File: src/rtl/hex_number_overlay.sv
// hex_number_overlay
//   Draws a NUM_DIGITS-digit hexadecimal value as a text box in the off-grid
//   area of the VGA screen. The value is latched once per frame into a shadow
//   register so a frame never shows a mix of old and new digits. Two-stage
//   pipeline: pixel coordinates in -> request/colour out two clocks later.
//
// Ports
//   CLK_50                 system clock
//   reset                  synchronous, active-high
//   pixel_x / pixel_y      current VGA column / row (10 bit)
//   value                  live value, 4*NUM_DIGITS bits, digit 0 = MS nibble
//   hold                   1 = keep the displayed value frozen
//   number_drawing_request pixel lies inside the text box
//   number_rgb             RRRGGGBB colour for the pixel (0 outside the box)
module hex_number_overlay #(
  parameter int         NUM_DIGITS = 8,
  parameter int         X_POS      = 528,
  parameter int         Y_POS      = 400,
  parameter int         SCALE_BITS = 1,
  parameter logic [7:0] FG_RGB     = 8'hFF,
  parameter logic [7:0] BG_RGB     = 8'h02
) (
  input  logic                    CLK_50,
  input  logic                    reset,
  input  logic [9:0]              pixel_x,
  input  logic [9:0]              pixel_y,
  input  logic [4*NUM_DIGITS-1:0] value,
  input  logic                    hold,
  output logic                    number_drawing_request,
  output logic [7:0]              number_rgb
);
  localparam int          VW    = 4 * NUM_DIGITS;
  localparam logic [31:0] X0    = 32'(X_POS);
  localparam logic [31:0] Y0    = 32'(Y_POS);
  localparam logic [31:0] BOX_W = 32'((NUM_DIGITS * 8) << SCALE_BITS);
  localparam logic [31:0] BOX_H = 32'(8 << SCALE_BITS);

  // 5x7 glyph rows, row 0 in the top 5 bits, MSB of each row = leftmost column
  function automatic logic [4:0] glyph_row(input logic [3:0] nib, input logic [2:0] row);
    logic [34:0] g;
    case (nib)
      4'h0: g = {5'h0E, 5'h11, 5'h13, 5'h15, 5'h19, 5'h11, 5'h0E};
      4'h1: g = {5'h04, 5'h0C, 5'h04, 5'h04, 5'h04, 5'h04, 5'h0E};
      4'h2: g = {5'h0E, 5'h11, 5'h01, 5'h02, 5'h04, 5'h08, 5'h1F};
      4'h3: g = {5'h1F, 5'h02, 5'h04, 5'h02, 5'h01, 5'h11, 5'h0E};
      4'h4: g = {5'h02, 5'h06, 5'h0A, 5'h12, 5'h1F, 5'h02, 5'h02};
      4'h5: g = {5'h1F, 5'h10, 5'h1E, 5'h01, 5'h01, 5'h11, 5'h0E};
      4'h6: g = {5'h06, 5'h08, 5'h10, 5'h1E, 5'h11, 5'h11, 5'h0E};
      4'h7: g = {5'h1F, 5'h01, 5'h02, 5'h04, 5'h08, 5'h08, 5'h08};
      4'h8: g = {5'h0E, 5'h11, 5'h11, 5'h0E, 5'h11, 5'h11, 5'h0E};
      4'h9: g = {5'h0E, 5'h11, 5'h11, 5'h0F, 5'h01, 5'h02, 5'h0C};
      4'hA: g = {5'h0E, 5'h11, 5'h11, 5'h11, 5'h1F, 5'h11, 5'h11};
      4'hB: g = {5'h1E, 5'h11, 5'h11, 5'h1E, 5'h11, 5'h11, 5'h1E};
      4'hC: g = {5'h0E, 5'h11, 5'h10, 5'h10, 5'h10, 5'h11, 5'h0E};
      4'hD: g = {5'h1C, 5'h12, 5'h11, 5'h11, 5'h11, 5'h12, 5'h1C};
      4'hE: g = {5'h1F, 5'h10, 5'h10, 5'h1E, 5'h10, 5'h10, 5'h1F};
      default: g = {5'h1F, 5'h10, 5'h10, 5'h1E, 5'h10, 5'h10, 5'h10};
    endcase
    // row 7 is the inter-line spacing row
    glyph_row = (row == 3'd7) ? 5'h00 : g[34 - 5*int'(row) -: 5];
  endfunction

  // frame capture
  logic [VW-1:0] shadow_q, shadow_d;
  logic [9:0]    prev_y_q;
  logic          frame_start;

  assign frame_start = (pixel_y == 10'd0) && (prev_y_q != 10'd0);
  assign shadow_d    = (frame_start && !hold) ? value : shadow_q;

  // stage 1: box test and glyph addressing (32-bit so the box end never wraps)
  logic [31:0] px, py, dx, dy;
  logic        in_box_d, in_box_s1_q;
  logic [3:0]  nib_d, nib_s1_q;
  logic [2:0]  col_d, col_s1_q, row_d, row_s1_q;

  always_comb begin
    px       = 32'(pixel_x);
    py       = 32'(pixel_y);
    in_box_d = (px >= X0) && (px < X0 + BOX_W) && (py >= Y0) && (py < Y0 + BOX_H);
    dx       = (px - X0) >> SCALE_BITS;
    dy       = (py - Y0) >> SCALE_BITS;
    col_d    = dx[2:0];
    row_d    = dy[2:0];
    // digit select by compare keeps the index in range when outside the box
    nib_d    = 4'h0;
    for (int d = 0; d < NUM_DIGITS; d++)
      if (dx[31:3] == 29'(d)) nib_d = shadow_q[4*(NUM_DIGITS-1-d) +: 4];
  end

  // stage 2: pixel colour. Padding the 5-bit row to 8 bits makes cols 5..7 clear.
  logic [7:0] row_bits;
  logic       pix_on;
  logic       req_q, req_d;
  logic [7:0] rgb_q, rgb_d;

  always_comb begin
    row_bits = {glyph_row(nib_s1_q, row_s1_q), 3'b000};
    pix_on   = row_bits[3'd7 - col_s1_q];
    req_d    = in_box_s1_q;
    rgb_d    = in_box_s1_q ? (pix_on ? FG_RGB : BG_RGB) : 8'h00;
  end

  always_ff @(posedge CLK_50) begin
    if (reset) begin
      shadow_q    <= '0;
      prev_y_q    <= '0;
      in_box_s1_q <= 1'b0;
      nib_s1_q    <= '0;
      col_s1_q    <= '0;
      row_s1_q    <= '0;
      req_q       <= 1'b0;
      rgb_q       <= 8'h00;
    end else begin
      shadow_q    <= shadow_d;
      prev_y_q    <= pixel_y;
      in_box_s1_q <= in_box_d;
      nib_s1_q    <= nib_d;
      col_s1_q    <= col_d;
      row_s1_q    <= row_d;
      req_q       <= req_d;
      rgb_q       <= rgb_d;
    end
  end

  assign number_drawing_request = req_q;
  assign number_rgb             = rgb_q;
endmodule

File: config.mk
export PLATFORM = sky130hd
export DESIGN_NAME = hex_number_overlay
export DESIGN_NICKNAME = d
export VERILOG_FILES = /design/src/rtl/hex_number_overlay.sv
export SDC_FILE = /design/constraint.sdc
export NUM_CORES = 1
export LEC_CHECK = 0
export ABC_AREA = 1
export CAP_MARGIN = 20
export CORE_MARGIN = 2
export CORE_UTILIZATION = 50
export CTS_CLUSTER_DIAMETER = 200
export DETAILED_ROUTE_END_ITERATION = 10
export GPL_TIMING_DRIVEN = 1
export PLACE_DENSITY = 0.78
export SETUP_SLACK_MARGIN = 0.3
export SLEW_MARGIN = 20
export SYNTH_ARGS = -nofsm -noshare
export SYNTH_HDL_FRONTEND = slang
export SYNTH_SLANG_ARGS = --single-unit
File: constraint.sdc
create_clock -name CLK_50 -period 3.5 [get_ports CLK_50]
set_clock_uncertainty 0.2 [all_clocks]
set_input_delay 0.525 -clock CLK_50 [delete_from_list [all_inputs] [get_ports CLK_50]]
set_output_delay 0.525 -clock CLK_50 [all_outputs]
set_load 0.01 [all_outputs]
==> results of run 1 <==
[how the worst max path moves through the flow]
stage                     start             to  slack (ps)
floorplan           prev_y_q[1]  number_rgb[6]         460
global placement     pixel_x[5]      flip-flop         230
detailed placement   pixel_x[6]      flip-flop         180
CTS                 prev_y_q[1]  number_rgb[6]         420
global route        prev_y_q[1]  number_rgb[6]         280
finish              prev_y_q[1]  number_rgb[6]         540
[routing by layer]
| layer | up-vias | share of wire (%) | routed length [µm] | GRT usage [%] |
|---|---|---|---|---|
| met4 | 0 | 3.5 | 425 | 12.75 |
| met1 | 2214 | 43 | 5279 | 30.42 |
| met5 | - | 0 | 0 | 0 |
| met2 | 190 | 47 | 5719 | 37.67 |
| li1 | 2590 | - | - | - |
| met3 | 48 | 6.2 | 751 | 4.099 |
[final cells by class]
cell class | count | area (µm²)
flip-flops and latches | 84 | 1683
clock inverters | 6 | 95.09
repair buffers | 79 | 767.0
clock buffers | 10 | 137.6
inverters | 56 | 210.2
well taps | 133 | 166.4
multi-input cells | 575 | 2828
fillers | 885 | 3797
[synth_stat cells, drive strengths merged]
| library cell | n | area share, % |
|---|---|---|
| a21boi | 1 | 0.15 |
| a21oi | 26 | 2.9 |
| buf | 19 | 2.6 |
| clkbuf | 29 | 2.2 |
| clkinv | 2 | 0.15 |
| dfxtp | 84 | 34 |
| fa | 3 | 1.2 |
| ha | 16 | 4.0 |
| inv | 54 | 4.1 |
| nand2 | 185 | 14 |
| nand3 | 169 | 18 |
| nand4 | 13 | 1.6 |
| nor2 | 90 | 6.9 |
| nor3 | 5 | 0.61 |
| nor4 | 5 | 0.94 |
| o211ai | 4 | 0.61 |
| o21ai | 54 | 5.5 |
| or2 | 3 | 0.38 |
| xnor2 | 1 | 0.18 |
[where the power goes]
part	internal, W	total, W	leakage [nW]	switching (W)
clock	0.000429	0.000795	0.111	0.000366
sequential	0.000971	0.000983	0.682	0.0000120
combinational	0.000179	0.000438	1.84	0.000259
total	0.00158	0.00222	2.64	0.000637
[logic make-up (layout without fill, tap and decap cells)]
family | after synthesis | in the layout | synth area share, %
flip-flops | 84 | 84 | 34.00
AO/OA/AOI/OAI | 85 | 85 | 9.158
adder cells (fa/ha/maj) | 19 | 19 | 5.262
AND/OR/NAND/NOR | 470 | 470 | 42.40
XOR/XNOR | 1 | 1 | 0.1771
buffers and inverters | 104 | 151 | 9.006
[metrics by stage]
stage | total power, W | util (%)
finish | 0.002216 | 60.79
global placement | 0.001433 | 58.24
detailed placement | 0.001438 | 58.24
floorplan | 0.001295 | -
CTS | 0.002218 | 60.65
global route | 0.002323 | 60.79
[critical path, stage by stage (launching register included)]
cell	delay [ps]
dfxtp_2	410
clkinv_1	160
ha_1	250
fa_1	380
xnor2_1	250
inv_2	160
nor3_1	230
inv_1	70
o21ai_1	130
nand2_1	70
a21oi_1	150
nand3_1	100
nand2_1	70
nand2_1	40
nand2_1	60
nand2_1	60
a21oi_1	110
[repair_timing]
action | CTS | global route
hold buffers | 0 | 0
endpoints found under the setup margin | 0 | 7
setup buffers | 0 | 0
endpoints found under the hold margin | 0 | 0
resized for setup | 0 | 5
==> results.json, run 1 <==
{
  "postPlaceCellArea_um2": 5640,
  "post_drt_wl_per_cell_um": 12.91,
  "dr.pass1.iters": 7,
  "die_area_um2": 10700,
  "tightest_slew_ps": 650.3,
  "fp-row-count": 36,
  "critPathLaunchType": "flip-flop",
  "outcome": "finished, final reports clean",
  "clockRootBuffer": "clkbuf_8",
  "min_path_type": "reg2reg",
  "clock_latency_ps": 360,
  "grtUsageTotal_pct": 23.62,
  "final_cell_mix": "nand2_1, nand3_1, nor2_1, dfxtp_1, clkdlybuf4s50_1",
  "layout-drive-gt1-share_pct": 7.901,
  "ys_ff_latch": 84,
  "finalCriticalPeriod_ps": 2957,
  "min_from": "in_box_s1_q",
  "slew_headroom_pct": 56.38,
  "r2r_cells": 16,
  "die_y_um": 103.5,
  "vias": 5042,
  "core_um2": 9684,
  "antenna_found_initial": 0,
  "ant_nets": 0,
  "overflow": 0,
  "critPathMaxFanout": 10,
  "viasPerCell": 5.347,
  "critPathKind": "reg2reg",
  "cts.path.max_buffers": 2,
  "syn_inst": 763,
  "n_antenna_cell": 0,
  "yosys_warnings": 0,
  "tritoncts": "yes",
  "fin_crit_sh_pct": 84.50,
  "setup_viol": 0,
  "final_common_cell": "nand2_1",
  "drv_cap": 0,
  "slew_viol_final": 0,
  "rsz0062_at_grt": "yes",
  "ctsHtreeMaxLevel": 3,
  "drc": 0,
  "power.density_nw_per_um2": 376.4,
  "worstReg2RegStart": "prev_y_q[1]",
  "reg2reg_slack_ps": 540,
  "place_congestion": 0.9377,
  "avgSynthCellArea_um2": 6.482,
  "io_pins": 64,
  "nNetsFinal": 879,
  "holdWs_ps": 231.7,
  "seq_area_frac_synth_pct": 34.00,
  "max_freq_mhz": 338.1,
  "pre_cts_slack_ps": 181.7,
  "place_hpwl_um": 9278,
  "die_w_um": 103.5,
  "fin_ws_ps": 542.5,
  "timing_hold_violations_final": 0,
  "hold_depth": 2,
  "stdcell_count": 943,
  "start_util_pct": 51.07,
  "p_leak_nw": 2.637,
  "grt_pass1_wl_um": 20010,
  "fin_area_um2": 5887,
  "endpoint_kind": "flip-flop",
  "grt_max_degree": 63,
  "hold_end": "number_drawing_request",
  "mappedNetlistArea_um2": 4946,
  "crit_arrival_ps": 3060,
  "cts.sinks": 84,
  "grt_pass1_vias": 4476,
  "routed_wl_um": 12180,
  "synth_fp_nets": 837,
  "required_ps": 3600,
  "io_buffer_count": 62,
  "setup_tns_ps": 0,
  "numCtsBuffers": 9,
  "clkTransAtPathRegs_ps": 90,
  "drtIter0Drc": 261,
  "numPlacedInstances": 927,
  "ir_worst_vdd_mv": 0.2192,
  "syn_to_final_growth_pct": 19.02,
  "synth_cell_types": 33,
  "timing.rr.end": "number_rgb[6]"
}
No activity file was read; power rests on OpenSTA's default activity.
==> run 2, diff against run 1 <==
==> constraint.sdc (replaced) <==
create_clock -name CLK_50 -period 2.9 [get_ports CLK_50]
set_clock_uncertainty 0.2 [all_clocks]
set_input_delay 0.435 -clock CLK_50 [delete_from_list [all_inputs] [get_ports CLK_50]]
set_output_delay 0.435 -clock CLK_50 [all_outputs]
set_load 0.01 [all_outputs]
==> run 2 against run 1 <==
  * Clock power rose by 12%
  * Worst hold slack better by 0.74 ps
  * Cell area is 12% higher
  * Via count grew 8.3%
  * Global-route usage is 2.6 points higher
  * Maximum frequency is 15% higher
  * Combinational power rose by 39%
  * Non-clock buffer count up 61
  * Highest routed layer unchanged
==> results.json, run 2 (synthesized netlist as in run 1, its figures left out) <==
{
  "p_leak_nw": 3.004,
  "final_util_pct": 68.10,
  "timing_hold_violations_final": 0,
  "layout-drive-gt1-share_pct": 18.85,
  "fin_crit_sh_pct": 88.82,
  "io_buffer_count": 62,
  "hold_depth": 2,
  "critPathKind": "reg2reg",
  "die_y_um": 103.5,
  "tightest_slew_ps": 656.3,
  "grt_pass1_wl_um": 22090,
  "io_pins": 64,
  "clock_latency_ps": 370,
  "finalPower_w": 0.002689,
  "numCtsBuffers": 9,
  "grtUsageTotal_pct": 26.19,
  "power.density_nw_per_um2": 407.8,
  "die_area_um2": 10700,
  "critPathLaunchType": "flip-flop",
  "routed_wl_um": 13730,
  "crit_arrival_ps": 2680,
  "max_freq_mhz": 388.2,
  "pre_cts_slack_ps": -310.4,
  "critPathMaxFanout": 6,
  "post_drt_wl_per_cell_um": 13.68,
  "postCtsHoldBufs": 0,
  "slew_headroom_pct": 56.20,
  "numPlacedInstances": 967,
  "clkTransAtPathRegs_ps": 80,
  "drv_cap": 0,
  "stdcell_count": 1003,
  "viasPerCell": 5.442,
  "fin_ws_ps": 324.2,
  "place_hpwl_um": 9811,
  "vias": 5458,
  "min_path_type": "reg2reg",
  "slew_viol_final": 0,
  "dr.pass1.iters": 5,
  "r2r_cells": 18,
  "final_cell_mix": "nand2_1, nand3_1, nor2_1, dfxtp_1, buf_4",
  "grt_max_degree": 41,
  "worstReg2RegStart": "prev_y_q[3]",
  "syn_to_final_growth_pct": 33.34,
  "drtIter0Drc": 317,
  "finalCriticalPeriod_ps": 2576,
  "rsz0062_at_grt": "yes",
  "clockRootBuffer": "clkbuf_8",
  "nNetsFinal": 940,
  "n_antenna_cell": 0,
  "place_congestion": 0.9716,
  "ant_nets": 0,
  "min_from": "in_box_s1_q",
  "outcome": "finished, final reports clean",
  "required_ps": 3000,
  "crit_start": "prev_y_q[3]",
  "final_common_cell": "nand2_1",
  "ir_worst_vdd_mv": 0.2522,
  "antenna_found_initial": 0,
  "grt_pass1_vias": 4875,
  "endpoint_kind": "flip-flop",
  "fp-row-count": 36,
  "start_util_pct": 51.07,
  "ctsHtreeMaxLevel": 3,
  "drc": 0,
  "cts.path.max_buffers": 2,
  "overflow": 0,
  "cts.sinks": 84,
  "setup_viol": 0,
  "core_um2": 9684,
  "tritoncts": "yes",
  "die_w_um": 103.5
}
==> run 2: path summary, 6_finish.rpt <==
path | slack, ps | to
max | 320 | number_rgb[6]
min | 230 | number_drawing_request
max reg2reg | 320 | number_rgb[6]
min reg2reg | 230 | number_drawing_request
==> run 2: power by group <==
part	total [W]	internal, W	switching [W]
Clock	0.000893	0.000481	0.000412
Sequential	0.00119	0.00117	0.0000147
Combinational	0.000610	0.000266	0.000344
Total	0.00269	0.00192	0.000771
==> run 2: metrics by stage <==
step	hold slack (ps)	TNS, ps	area (µm²)
after floorplan	210.7	0	4991
after global placement	212.9	-5100	5986
after detailed placement	226.2	-7691	5986
after CTS	239.2	0	6451
after global routing	254.7	0	6595
final	232.4	0	6595
==> run 2: cell type report <==
class	instances	area (µm²)
clock buffers	9	123.9
clock inverters	6	87.58
fillers	814	3089
inverters	56	219.0
multi-input cells	575	3017
flip-flops and latches	84	1693
well taps	133	166.4
repair buffers	140	1289
==> run 2: routing by layer <==
metal / vias to the layer above / global-route usage, % / part of all wire [%] / routed length (µm)
met2: 228 / 45.16 / 49 / 6753
met4: 0 / 11.84 / 3.7 / 508
met5: - / 0 / 0 / 0
met3: 51 / 3.965 / 5.3 / 723
li1: 2718 / - / - / -
met1: 2461 / 32.21 / 42 / 5739
==> run 2: timing repair <==
action / CTS / global route
pin swaps: 17 / 15
gates resized for setup: 37 / 30
cloned: 2 / 1
buffers inserted: 17 / 1
setup endpoints to repair: 34 / 36
==> run 2: worst max-delay path, cell delays in order, from the launching register on <==
cell,delay (ps)
dfxtp_4,380
inv_4,50
fa_1,420
inv_1,80
nand3_2,110
nand2_8,140
buf_2,150
nand3_1,80
nand2_1,120
nand2_1,60
nand2_1,60
nand2_1,60
a21oi_1,140
nand3_1,90
nand2_1,70
nand2_1,50
nand2_1,70
nand2_1,50
a21oi_1,120
